--- config.mk ---
export PLATFORM = sky130hd
export DESIGN_NAME = logic_unit_stream
export DESIGN_NICKNAME = d
export VERILOG_FILES = /design/src/rtl/logic_unit_stream.sv
export SDC_FILE = /design/constraint.sdc
export NUM_CORES = 1
export LEC_CHECK = 0
export BUFFER_PORTS_ARGS = -buffer_cell sky130_fd_sc_hd__buf_2
export CORE_MARGIN = 5
export CORE_UTILIZATION = 35
export DETAILED_ROUTE_END_ITERATION = 7
export GPL_ROUTABILITY_DRIVEN = 1
export MAX_ROUTING_LAYER = met4
export SYNTH_ARGS = -nofsm -noshare
export SYNTH_HDL_FRONTEND = slang
export SYNTH_SLANG_ARGS = --single-unit
export TNS_END_PERCENT = 20
--- constraint.sdc ---
create_clock -name clk -period 4 [get_ports clk]
set_input_delay 0.4 -clock clk [delete_from_list [all_inputs] [get_ports clk]]
set_output_delay 0.4 -clock clk [all_outputs]
set_load 0.02 [all_outputs]
--- src/rtl/logic_unit_stream.sv ---
`default_nettype none
// ============================================================================
//  Module   : logic_unit_stream
//  Purpose  : Handshaked WIDTH-bit bitwise logic unit (AND/OR/XOR/NAND) with
//             a registered valid/ready output and a fold mode that reduces a
//             multi-beat packet of operand-A words to a single word.
//  Options  : LOGIC_UNIT_PARITY_EN adds the out_parity output (^out_data).
//  Revision : 1.0 - initial release
// ============================================================================
module logic_unit_stream #(
    parameter int WIDTH     = 16,
    parameter int MAX_BEATS = 8,
    localparam int CW       = $clog2(MAX_BEATS + 1)
) (
    input  logic             clk,
    input  logic             reset,
    input  logic             in_valid,
    output logic             in_ready,
    input  logic [WIDTH-1:0] in_a,
    input  logic [WIDTH-1:0] in_b,
    input  logic [1:0]       in_op,
    input  logic             in_fold,
    input  logic             in_last,
    output logic             out_valid,
    input  logic             out_ready,
    output logic [WIDTH-1:0] out_data,
    output logic             out_zero,
    output logic [CW-1:0]    out_count,
    output logic             out_trunc
`ifdef LOGIC_UNIT_PARITY_EN
    ,
    output logic             out_parity
`endif
);

    localparam logic [1:0]    c_OP_AND  = 2'b00;
    localparam logic [1:0]    c_OP_OR   = 2'b01;
    localparam logic [1:0]    c_OP_XOR  = 2'b10;
    localparam logic [CW-1:0] c_MAX_CNT = CW'(MAX_BEATS);

    typedef enum logic [0:0] {
        S_IDLE  = 1'b0,
        S_ACCUM = 1'b1
    } state_t;

    state_t             state_q, state_d;
    logic [WIDTH-1:0]   acc_q, acc_d;
    logic [CW-1:0]      cnt_q, cnt_d;
    logic [1:0]         op_q, op_d;
    logic               out_valid_q, out_valid_d;
    logic [WIDTH-1:0]   out_data_q, out_data_d;
    logic [CW-1:0]      out_count_q, out_count_d;
    logic               out_trunc_q, out_trunc_d;

    logic               w_accept;
    logic [WIDTH-1:0]   w_fold_val;
    logic [CW-1:0]      w_cnt_next;

    function automatic logic [WIDTH-1:0] f_apply(input logic [1:0]       op,
                                                 input logic [WIDTH-1:0] x,
                                                 input logic [WIDTH-1:0] y);
        case (op)
            c_OP_AND: f_apply = x & y;
            c_OP_OR:  f_apply = x | y;
            c_OP_XOR: f_apply = x ^ y;
            default:  f_apply = ~(x & y);
        endcase
    endfunction

    // Ready is shared by both modes: free output slot or one being drained now.
    assign in_ready   = !reset && (!out_valid_q || out_ready);
    assign w_accept   = in_valid && in_ready;
    assign w_fold_val = f_apply(op_q, acc_q, in_a);
    assign w_cnt_next = cnt_q + CW'(1);

    // Next-state, accumulator and output-register load logic.
    always_comb begin
        state_d     = state_q;
        acc_d       = acc_q;
        cnt_d       = cnt_q;
        op_d        = op_q;
        out_valid_d = out_valid_q;
        out_data_d  = out_data_q;
        out_count_d = out_count_q;
        out_trunc_d = out_trunc_q;

        // Drain first; an emit below on the same edge overrides it.
        if (out_valid_q && out_ready) begin
            out_valid_d = 1'b0;
        end

        if (w_accept) begin
            case (state_q)
                S_IDLE: begin
                    if (!in_fold) begin
                        out_valid_d = 1'b1;
                        out_data_d  = f_apply(in_op, in_a, in_b);
                        out_count_d = CW'(1);
                        out_trunc_d = 1'b0;
                    end else begin
                        op_d  = in_op;
                        acc_d = in_a;
                        cnt_d = CW'(1);
                        if (in_last) begin
                            out_valid_d = 1'b1;
                            out_data_d  = in_a;
                            out_count_d = CW'(1);
                            out_trunc_d = 1'b0;
                        end else begin
                            state_d = S_ACCUM;
                        end
                    end
                end
                default: begin
                    acc_d = w_fold_val;
                    cnt_d = w_cnt_next;
                    if (in_last || (w_cnt_next == c_MAX_CNT)) begin
                        out_valid_d = 1'b1;
                        out_data_d  = w_fold_val;
                        out_count_d = w_cnt_next;
                        // Truncation only when the beat limit ends the packet.
                        out_trunc_d = !in_last;
                        state_d     = S_IDLE;
                    end
                end
            endcase
        end
    end

    // State and output registers with asynchronous clear.
    always_ff @(posedge clk or posedge reset) begin
        if (reset) begin
            state_q     <= S_IDLE;
            acc_q       <= '0;
            cnt_q       <= '0;
            op_q        <= '0;
            out_valid_q <= 1'b0;
            out_data_q  <= '0;
            out_count_q <= '0;
            out_trunc_q <= 1'b0;
        end else begin
            state_q     <= state_d;
            acc_q       <= acc_d;
            cnt_q       <= cnt_d;
            op_q        <= op_d;
            out_valid_q <= out_valid_d;
            out_data_q  <= out_data_d;
            out_count_q <= out_count_d;
            out_trunc_q <= out_trunc_d;
        end
    end

    assign out_valid = out_valid_q;
    assign out_data  = out_data_q;
    assign out_count = out_count_q;
    assign out_trunc = out_trunc_q;
    assign out_zero  = (out_data_q == '0);

`ifdef LOGIC_UNIT_PARITY_EN
    assign out_parity = ^out_data_q;
`endif

endmodule
`default_nettype wire

==> results.json <==
{
  "hold_class": "in2reg",
  "wire_per_inst_um": 17.6,
  "drt-vias-per-instance": 5.56,
  "cp.buffers_inverters": 1,
  "synth_flop_cell": "dfrtp_1",
  "ctsHoldBuffers": 0,
  "dp_hpwl_mm": 9.48,
  "critPathSlowestCell": "o211a_1",
  "chipHeight_um": 122,
  "synth_edf_count": 0,
  "htreeDepth": 2,
  "final_hold_viol_count": 0,
  "die-area_mm2": 0.0149,
  "fmax_mhz": 379,
  "rows": 41,
  "worstSetupPathType": "reg2reg",
  "numCtsBuffers": 5,
  "initial_core_util_pct": 35.3,
  "post_cts_resized": 0,
  "rrSetupSlack_ns": 1.36,
  "clk_latency_ns": 0.30,
  "postCtsSetupBuffers": 0,
  "postSynthCellCount": 531,
  "postLayoutSetupSlackWorst_ns": 1.36,
  "dr.first_iter.drc_count": 337,
  "leakage_nw": 2.34,
  "clockRootBuffer": "clkbuf_16",
  "crit_family": "compound AO/OA/AOI/OAI gates",
  "drtPass1Iterations": 5,
  "synth_seq_area_share_pct": 25.6,
  "hp-start": "in_last",
  "max_stage_delay_ns": 0.58,
  "finalPower_mw": 2.91,
  "r2r-end": "out_count[3]$_DFFE_PP0P_",
  "first_global_vias": 4184,
  "layout_common_cells": "ha_1, inv_1, buf_2",
  "setup_viol": 0,
  "critPathMaxFanout": 22,
  "synthesis.area_mm2": 0.00440,
  "syn_nets": 636,
  "diodes": 0,
  "clk_pin_slew_ns": 0.07,
  "io_pins": 64,
  "r2r_cells": 5,
  "maxSlewHeadroom_pct": 20.9,
  "tritoncts": "yes",
  "slew_violations": 0,
  "worstMarginPinSlew_ns": 1.18,
  "tns_ns": 0,
  "worstPathRequired_ns": 4.19,
  "wirelength_mm": 13.1,
  "vias": 4123,
  "ant_nets": 0,
  "worstHoldPathCells": 2,
  "fin_nets": 673,
  "final.fill_count": 1262,
  "crit_chain": "buf_4, nor2_2, o211a_1, a21o_4, mux2_2",
  "syn_avg_cell_area_um2": 8.28,
  "reg2reg_from": "state_q$_DFFE_PP0P_",
  "cp.arrival_ns": 2.83,
  "rsz0062_at_grt": "false",
  "grt_pass1_wl_mm": 21.1,
  "grt_overflow": 0,
  "period_needed_ns": 2.64,
  "synth_warnings": 0,
  "pre_cts_slack_ns": 1.42,
  "async_flop_share_pct": 100,
  "place_congestion": 0.853,
  "whs_endpoint": "out_trunc$_DFFE_PP0P_",
  "grt.total_usage_pct": 18.3,
  "die_w_um": 122,
  "end_kind": "register",
  "ys_types": 48,
  "ir_drop_mv": 0.262,
  "antenna_found_initial": 0,
  "drc": 0,
  "cts_buffer_depth": 2,
  "layout-drive-gt1-share_pct": 16.0,
  "numClockSinks": 45,
  "portBuffers": 63,
  "grt_max_degree": 46,
  "start_kind": "register",
  "skew_ns": 0.00824,
  "ys_ff_latch": 45,
  "status": "completed",
  "final_common_cell": "ha_1",
  "core_area_mm2": 0.0125,
  "period_share_pct": 66.0,
  "cap_violations": 0,
  "syn2layout_area_growth_pct": 12.6,
  "power_density_mw_per_mm2": 587
}
-- power by group --
group	switching [mW]	internal (mW)
Clock	0.200	0.297
Combinational	0.861	0.608
Sequential	0.275	0.664
Total	1.34	1.57
-- worst max-delay path by stage --
stage | start | end | slack (ns) | cells after the start
floorplan | cnt_q[0]$_DFFE_PP0P_ | out_count[0]$_DFFE_PP0P_ | 2.34 | 6
global placement | state_q$_DFFE_PP0P_ | out_count[2]$_DFFE_PP0P_ | 1.47 | 5
detailed placement | state_q$_DFFE_PP0P_ | out_count[3]$_DFFE_PP0P_ | 1.42 | 5
CTS | state_q$_DFFE_PP0P_ | out_count[3]$_DFFE_PP0P_ | 1.40 | 5
global route | state_q$_DFFE_PP0P_ | out_count[3]$_DFFE_PP0P_ | 1.31 | 5
finish | state_q$_DFFE_PP0P_ | out_count[3]$_DFFE_PP0P_ | 1.36 | 5
-- synth_stat cells (2+ instances only) --
library cell	count	area, µm²
nand2_1	42	158
buf_2	10	50.1
o221ai_1	2	17.5
and2_1	2	12.5
a32oi_1	8	70.1
dfrtp_1	45	1130
o21ai_0	27	135
nor2b_1	21	131
mux2_2	4	45.0
a41o_1	2	20.0
and3_1	2	12.5
nand3_1	5	25.0
clkbuf_1	21	78.8
a31o_2	5	43.8
a22o_1	3	26.3
buf_1	2	7.51
o31ai_1	17	128
or2_2	2	12.5
o31a_1	4	35.0
a21oi_1	13	65.1
nor2_1	26	97.6
ha_1	65	813
o211ai_1	32	240
buf_6	3	33.8
o211a_1	4	40.0
a211o_1	10	87.6
nor4_1	4	25.0
a31oi_1	23	144
inv_1	64	240
a2bb2oi_1	4	35.0
a211oi_1	28	210
nand2b_1	15	93.8
-- worst reg2reg max path, cell delays in order (launching register included) --
cell     delay (ns)
dfrtp_1        0.53
buf_4          0.27
nor2_2         0.42
o211a_1        0.58
a21o_4         0.35
mux2_2         0.38
-- layer usage --
layer | global-route usage (%) | wire [µm] | part of all wire (%) | vias up
met5 | - | 0 | 0 | -
met4 | 4.27 | 158 | 1.2 | 0
met3 | 2.60 | 622 | 4.8 | 12
met2 | 29.4 | 6060 | 46 | 115
met1 | 24.6 | 6230 | 48 | 2002
li1 | - | - | - | 1994
-- area by class of cell --
cell class	count	area, µm²	share of cell area, %
clock buffers	6	129	2.60
clock inverters	2	38.8	0.783
inverters	65	244	4.93
multi-input cells	384	2850	57.6
flip-flops and latches	45	1130	22.7
well taps	172	215	4.35
repair buffers	67	345	6.97
-- state kept, by name, summed over array words and instances, names as in the netlist --
signal	flops
state_q	1
cnt_q	4
out_trunc	1
out_valid	1
op_q	2
acc_q	16
out_data	16
out_count	4
-- per-stage QoR --
step           util (%)  instance area, µm²  std cells  hold WS, ns
5_1_grt            39.7                4950        741        0.350
3_3_place_gp       38.4                4780        733        0.495
6_report           39.7                4950        741        0.340
3_5_place_dp       38.4                4780        733        0.495
4_1_cts            39.7                4950        741        0.326
2_1_floorplan         -                4400        531        0.475
-- cell families (layout without fill, tap and decap cells) --
family                   count (synthesis)  after routing  share of synthesized area [%]
flip-flops                              45             45                           25.6
multiplexers                             6              6                           1.59
buffers and inverters                  102            140                           9.53
AND/OR/NAND/NOR                        123            123                           13.6
AO/OA/AOI/OAI                          189            189                           31.0
adder cells (fa/ha/maj)                 65             65                           18.5
XOR/XNOR                                 1              1                          0.199
No activity file was read; power rests on OpenSTA's default activity.
